===== src/rtl/sseg_scan_decoder.sv =====
// sseg_scan_decoder: recovers hex digits from a time-multiplexed, active-low seven-segment bus.
// A digit is captured once its an/sseg/dp lines have held steady for SETTLE_CYC cycles.
module sseg_scan_decoder #(
  parameter int unsigned SETTLE_CYC = 16,
  parameter int unsigned STALE_CYC  = 2_000_000
) (
  input  logic        clk,
  input  logic        rst,
  input  logic [7:0]  an,
  input  logic [6:0]  sseg,
  input  logic        dp,
  output logic [31:0] hex,
  output logic [7:0]  dig_valid,
  output logic [7:0]  blank,
  output logic [7:0]  dp_out,
  output logic        frame_done,
  output logic        pat_err,
  output logic        an_err
);
  typedef struct packed {
    logic [7:0] an;
    logic [6:0] sseg;
    logic       dp;
  } bus_t;

  bus_t        in_q, prev_q;
  logic [15:0] stab_cnt;
  logic [31:0] stale_cnt;
  logic [7:0]  seen, seen_nxt, sel;
  logic [4:0]  dec;
  logic        stable, capture, single, multi, cap_one, hit, is_blank, expire;

  // {hit, value}; hit=0 for anything outside the 16-glyph set
  function automatic logic [4:0] decode(input logic [6:0] s);
    case (s)
      7'b1000000: decode = 5'h10;
      7'b1111001: decode = 5'h11;
      7'b0100100: decode = 5'h12;
      7'b0110000: decode = 5'h13;
      7'b0011001: decode = 5'h14;
      7'b0010010: decode = 5'h15;
      7'b0000010: decode = 5'h16;
      7'b1111000: decode = 5'h17;
      7'b0000000: decode = 5'h18;
      7'b0010000: decode = 5'h19;
      7'b0001000: decode = 5'h1A;
      7'b0000011: decode = 5'h1B;
      7'b1000110: decode = 5'h1C;
      7'b0100001: decode = 5'h1D;
      7'b0000110: decode = 5'h1E;
      7'b0001110: decode = 5'h1F;
      default:    decode = 5'h00;
    endcase
  endfunction

  assign stable   = (in_q == prev_q);
  // the edge that moves the count to SETTLE_CYC-1 is the single capture edge of a run
  assign capture  = stable && (stab_cnt == 16'(SETTLE_CYC - 2));
  assign sel      = ~in_q.an;
  assign single   = $onehot(sel);
  assign multi    = !single && (in_q.an != 8'hFF);
  assign cap_one  = capture && single;
  assign dec      = decode(in_q.sseg);
  assign hit      = dec[4];
  assign is_blank = (in_q.sseg == 7'h7F);
  assign seen_nxt = seen | sel;
  assign expire   = (STALE_CYC != 0) && !cap_one && (stale_cnt == 32'(STALE_CYC - 1));

  always_ff @(posedge clk) begin
    if (rst) begin
      in_q       <= '1;
      prev_q     <= '1;
      stab_cnt   <= '0;
      stale_cnt  <= '0;
      seen       <= '0;
      frame_done <= 1'b0;
      pat_err    <= 1'b0;
      an_err     <= 1'b0;
    end else begin
      in_q   <= '{an: an, sseg: sseg, dp: dp};
      prev_q <= in_q;
      if (!stable)                             stab_cnt <= '0;
      else if (stab_cnt != 16'(SETTLE_CYC)) stab_cnt <= stab_cnt + 16'd1;
      frame_done <= 1'b0;
      pat_err    <= cap_one && !hit && !is_blank;
      an_err     <= capture && multi;
      if (cap_one) begin
        stale_cnt <= '0;
        if (seen_nxt == 8'hFF) begin
          seen       <= '0;
          frame_done <= 1'b1;
        end else begin
          seen <= seen_nxt;
        end
      end else begin
        if (expire) seen <= '0;
        if (stale_cnt != 32'(STALE_CYC)) stale_cnt <= stale_cnt + 32'd1;
      end
    end
  end

  always_ff @(posedge clk) begin
    if (rst) begin
      hex       <= '0;
      dig_valid <= '0;
      blank     <= '0;
      dp_out    <= '0;
    end else begin
      for (int i = 0; i < 8; i++) begin
        if (cap_one && sel[i]) begin
          dp_out[i]    <= ~in_q.dp;
          blank[i]     <= is_blank;
          dig_valid[i] <= hit;
          if (hit) hex[4*i +: 4] <= dec[3:0];
        end else if (expire) begin
          dig_valid[i] <= 1'b0;
        end
      end
    end
  end
endmodule


===== config.mk =====
export PLATFORM = sky130hd
export DESIGN_NAME = sseg_scan_decoder
export DESIGN_NICKNAME = d
export VERILOG_FILES = /design/src/rtl/sseg_scan_decoder.sv
export SDC_FILE = /design/constraint.sdc
export NUM_CORES = 1
export LEC_CHECK = 0
export ABC_AREA = 1
export ABC_CLOCK_PERIOD_IN_PS = 4500
export CAP_MARGIN = 20
export CORE_UTILIZATION = 56
export CTS_CLUSTER_SIZE = 40
export DETAILED_ROUTE_END_ITERATION = 8
export PLACE_DENSITY_LB_ADDON = 0.05
export REMOVE_ABC_BUFFERS = 1
export SYNTH_ARGS = -nofsm -noshare
export SYNTH_HDL_FRONTEND = slang
export SYNTH_SLANG_ARGS = --single-unit

===== constraint.sdc =====
create_clock -name clk -period 4.5 [get_ports clk]
set_input_delay 0.675 -clock clk [delete_from_list [all_inputs] [get_ports clk]]
set_output_delay 0.675 -clock clk [all_outputs]
set_load 0.01 [all_outputs]

Word-level counts from Yosys, hierarchy flattened:

Index checks and enable logic that the tools add are counted.

* reductions and logical operators: 40
* $add $sub $neg: 9
* muxes and demuxes: 14
* eq/ne operators: 24
* bitwise logic cells: 5

Operators by type and width (count)
* 5-bit one-hot mux with 16 select lines: 1
* 7-bit == test (second input constant): 5
* 32-bit by 1-bit adder with 32-bit output (second input constant): 1
* 32-bit by 21-bit == test with 1-bit output (second input constant): 1
* 32-bit by 21-bit != test with 1-bit output (second input constant): 1
* 8-bit 2-to-1 mux: 3
* 7-bit by 5-bit == test with 1-bit output (second input constant): 3
* 7-bit by 6-bit == test with 1-bit output (second input constant): 3
* 2-bit nonzero test: 9
* 16-bit by 1-bit adder with 16-bit output (second input constant): 1
* 16-bit == test: 1
* 16-bit by 4-bit == test with 1-bit output (second input constant): 1
* 16-bit by 5-bit != test with 1-bit output (second input constant): 1
* 2-bit AND reduction: 8
* 1-bit logical AND: 15
* 7-bit by 2-bit == test with 1-bit output (second input constant): 2
* 7-bit by 4-bit == test with 1-bit output (second input constant): 2
* 1-bit 2-to-1 mux: 10
* 1-bit by 1-bit adder with 2-bit output: 4
* 8-bit == test (second input constant): 1
* 8-bit != test (second input constant): 1
* 8-bit NOT: 1
* 8-bit OR: 1
* 7-bit by 3-bit == test with 1-bit output (second input constant): 1
* 7 further kinds: 15

* flip-flop bits (word level): 147
* logic and storage cells: 136
* bits of input ports: 18

Longest topological paths before layout:

* depth after elaboration: 10
* mapped depth: 16
* depth with buffers taken out: 16

Worst setup path after synthesis:

OpenSTA, ideal clock, no wires.

* path type: register to register
* from: reg in_q[8] in the netlist's numbering
* to: reg blank[7]
* clock period less this slack: 3.646 ns
* cell stages (with the launch flop): 16
* path buffers: 1
* slack: 0.854 ns
* data required time: 4.384 ns
* arrival time: 3.530 ns
* cell sequence: dfxtp_1 > fa_1 > inv_1 > fa_1 > fa_1 > ha_1 > inv_1 > fa_1 > o211ai_1 > a21oi_1 > inv_1 > nor2_4 > buf_6 > nand2_1 > o21ai_0 > nor2_1

* cells in the longest elaborated chain, start to end: 7

Ends and longest elaborated chain
* start: declaration: line 26 `bus_t in_q, prev_q;`
* start signal: assignment: line 80 `in_q <= '{an: an, sseg: sseg, dp: dp};`
* 8-bit NOT: line 59 `assign sel = ~in_q.an;`
* 1-bit by 1-bit adder with 2-bit output (implied by the code): line 60 `assign single = $onehot(sel);`
* 2-bit by 2-bit adder with 3-bit output (implied by the code): line 60
* 3-bit by 3-bit adder with 4-bit output (implied by the code): line 60
* 4-bit by 1-bit == test with 1-bit output: line 60
* 1-bit logical AND (*): line 62 `assign cap_one = capture && single;`
* 1-bit logical AND (*): line 110 `if (cap_one && sel[i]) begin`
* end signal: indexed assignment: line 112 `blank[i] <= is_blank;`
* end: declaration: line 14 `output logic [7:0] blank,`

Every way passes the cells marked *; elsewhere a longest branch is shown, timed or not.
A chain may end at the register's enable or synchronous reset.

Worst setup path in the final report:

* from: reg in_q[8] in the netlist's numbering
* to: reg dig_valid[3]

* cells in the longest elaborated chain, start to end: 9

Ends and longest elaborated chain
* 8-bit NOT: line 59
* 1-bit by 1-bit adder with 2-bit output (implied by the code): line 60
* 2-bit by 2-bit adder with 3-bit output (implied by the code): line 60
* 3-bit by 3-bit adder with 4-bit output (implied by the code): line 60
* 4-bit by 1-bit == test with 1-bit output: line 60
* 1-bit logical AND (*): line 62
* 1-bit zero test: line 67 `assign expire = (STALE_CYC != 0) && !cap_one && (stale_cnt == 32'(STALE_CYC - 1));`
* 1-bit logical AND: line 67
* 2-bit nonzero test (no source line)
* end signal: indexed assignment: line 113 `dig_valid[i] <= hit;`
* end: declaration: line 13 `output logic [7:0] dig_valid,`

Marked as above.

==> summary.txt <==
Status
  • Status: complete, but fails checks
  • Failing checks: DRC

Setup path
  • CP Buf/Inv Count: 2
  • Crit. End Element: register
  • Nature of the critical path startpoint: register
  • Worst-path fanout max: 19
  • Worst EP required: 4.84 ns
  • CP max stage cell: fa_1
  • Worst path max stage delay: 0.55 ns
  • Worst-path cell chain: fa_1 -> inv_1 -> fa_1 -> fa_1 -> ha_1 -> inv_1 -> fa_1 -> o211ai_1 -> a21oi_1 -> nand4_4 -> nand2_1 -> nand3_1 -> a21oi_1
  • Family with the most delay on the worst path: adder cells
  • Cell mode on critical path: fa_1
  • Setup CP Type: register to register
  • Worst path arrival time: 4.49 ns

Placement
  • Pre-CTS WS: 0.400 ns
  • Number of port buffers: 76
  • Placed instance area: 7600 sq um
  • RD Place Congestion: 0.883
  • Hpwl dp: 10.9 mm

Die
  • Placeable Area: 11,600 sq um
  • Die Span X: 112 microns
  • Starting Density: 0.581
  • Chip Height: 112 microns
  • Num rows: 39
  • IO Pins: 77
  • Die area: 12,400 sq um

Timing
  • RSZ-0062 raised after global routing: no
  • Max-slew headroom at the worst pin: 0.410
  • Fin. max-slew vios: 0
  • Post-Route Setup TNS: 0 ns
  • Final period util: 0.921
  • Worst-margin pin slew: 0.883 ns
  • Final setup margin: 0.355 ns
  • FMAX: 0.241 GHz
  • Setup violations, final: 0
  • Clock Skew: 0.00616 ns
  • Final Hold Vio Count: 0
  • Tmin final: 4.14 ns

Layout
  • Layout cells sized above 1: 0.0935
  • Fill count: 972
  • Area delta synth->final: 22.7%
  • N_diodes: 0
  • Fin util: 0.713
  • FF/Latch Area: 2940 sq um
  • # nets final: 1,056
  • Final Instance Area: 8240 sq um
  • Multi-input logic area: 3270 sq um

Clocking
  • Post-CTS Hold Fix Bufs: 0
  • H-tree lvl count: 4
  • Clock sink count: 147
  • CTS tree: yes
  • CTS resizes: 0
  • Clock-pin slew on the worst setup and hold paths: 0.06 ns
  • Clock Path Buffers: 2
  • Root buffer cell: clkbuf_16
  • Post-CTS Setup Inserts: 0
  • Clk_lat worst skew: 0.42 ns
  • CTS Buf Count: 17

Synthesis
  • Post-synth top area share: 0.438
  • Gate Count Post-Synth: 941
  • Post-synth EDFFs: 0
  • Yosys cell types: 36
  • Mapped Avg Cell Area: 7.14 sq um
  • Area leader, netlist: dfxtp_1
  • Synth Warn #: 0
  • Synth Register Bits: 147
  • Netlist Area Pre-Place: 6720 sq um
  • Synth top area cells: dfxtp_1 (44%), nand2_1 (13%), nor2_1 (7.2%)
  • Post-synthesis sequential area ratio: 0.438
  • Asr flop ratio synth: 0
  • Synth Flop Type: dfxtp_1

Pwr
  • Switching Fraction: 0.212
  • Clock power share: 0.500
  • IR drop worst, VDD: 0.341 mV
  • Leak: 3.40 nW
  • P_int: 0.00234 W
  • Register share of total power: 0.450
  • NetSw: 0.000628 W
  • PwrDens: 360 nW/um^2
  • Gate power share: 0.050

GRT
  • Gr ovfl total: 0
  • Initial antenna violation count: 0
  • Gr usage total: 0.265
  • First-pass GRT wire length: 26.4 mm
  • Vias in the first global route: 5,655
  • Largest net degree at the start of global routing: 58

Detailed routing
  • DR iter-0 viols: 485
  • Routed wire per std cell: 13.0 microns
  • TritonRoute pass-1 iters: 7
  • DR vias/cell: 5.27
  • Drt total wl: 15.4 mm
  • Vias: 6,218
  • Drt drc: 4
  • ANT nets after route: 0

Job
  • Max Cap Viol: 0

Min path
  • Hold Crit Class: register to register
-- layout make-up --
cell class | instances | area share
Clock inverter | 10 | 0.0188
Inverter | 108 | 0.0492
Timing Repair Buffer | 85 | 0.0996
Sequential cell | 147 | 0.357
Tap cell | 143 | 0.0217
Clock buffer | 21 | 0.0571
Multi-Input combinational cell | 666 | 0.397
-- cell usage after synthesis (3+ instances only) --
cell,n
nor4_1,7
nand3_2,4
clkbuf_1,12
inv_1,98
dfxtp_1,147
nor3_2,3
o21ai_0,28
ha_1,9
nand4_1,28
nor3_1,34
nand3_1,59
inv_2,9
fa_1,4
nand2_1,225
nor2_1,128
nor2_4,3
xor2_1,12
nor3b_1,4
nor2_2,6
a21oi_1,70
or2_2,27
buf_2,4
-- cell families (layout without fill, tap and decap cells) --
family / after synthesis / after routing / share of synthesized area
simple gates: 535 / 535 / 0.360
flops: 147 / 147 / 0.438
buf+inv: 128 / 224 / 0.0756
compound gates: 104 / 104 / 0.0791
xor+xnor: 14 / 14 / 0.0182
fa+ha+maj: 13 / 13 / 0.0287
-- sequential cells by signal, summed over array words and instances (netlist names) --
name        count
hex            32
stale_cnt      32
in_q           16
prev_q         16
stab_cnt       16
blank           8
dig_valid       8
dp_out          8
seen            8
an_err          1
frame_done      1
pat_err         1
-- power groups by stage --
stage	clock [W]	combinational, W	sequential, W
after floorplan	0	0.0000957	0.00136
after global placement	0	0.000145	0.00136
after detailed placement	0	0.000147	0.00136
after CTS	0.00150	0.000148	0.00133
after global routing	0.00156	0.000167	0.00134
final	0.00148	0.000149	0.00133
-- routing by layer --
metal  vias to the layer above  GRT usage  part of all wire
met1                      2815      0.362              0.48
met2                       183      0.416              0.45
met3                        23     0.0561             0.059
met5                         -          0                 0
met4                         0     0.0928             0.015
li1                       3197          -                 -
-- tightest hold or removal path, stage by stage (launching register included) --
cell and delay [ns]:
dfxtp_1 0.31, nand2_1 0.06, a21oi_1 0.05
-- path summary, 6_finish.rpt --
check / startpoint / cells after the start / slack, ns / to
worst min register to register: hex[12]$_SDFFE_PP0P_ / 2 / 0.46 / hex[12]$_SDFFE_PP0P_
worst min-delay path: hex[12]$_SDFFE_PP0P_ / 2 / 0.46 / hex[12]$_SDFFE_PP0P_
worst max register to register: in_q[8]$_SDFF_PP1_ / 13 / 0.36 / dig_valid[3]$_SDFFE_PP0P_
worst max-delay path: in_q[8]$_SDFF_PP1_ / 13 / 0.36 / dig_valid[3]$_SDFFE_PP0P_
-- layout by cell type (no fill, tap or decap), types with 6 or more instances in the layout --
| cell | n |
|---|---|
| inv_1 | 98 |
| nor2_2 | 6 |
| inv_2 | 9 |
| a21oi_1 | 70 |
| nor4_1 | 7 |
| nand2_1 | 225 |
| clkdlybuf4s50_1 | 75 |
| ha_1 | 9 |
| clkbuf_16 | 17 |
| nand3_1 | 59 |
| xor2_1 | 12 |
| dfxtp_1 | 147 |
| nand4_1 | 28 |
| o21ai_0 | 28 |
| buf_4 | 7 |
| or2_2 | 27 |
| nor2_1 | 128 |
| nor3_1 | 34 |
-- per-stage QoR --
| step | hold WS (ns) | power [W] | instances |
|---|---|---|---|
| 2_1_floorplan | 0.453 | 0.00145 | 921 |
| 3_3_place_gp | 0.451 | 0.00151 | 1147 |
| 3_5_place_dp | 0.453 | 0.00151 | 1147 |
| 4_1_cts | 0.462 | 0.00298 | 1178 |
| 5_1_grt | 0.475 | 0.00307 | 1180 |
| 6_report | 0.461 | 0.00296 | 1180 |
No activity file was read; power rests on OpenSTA's default activity.
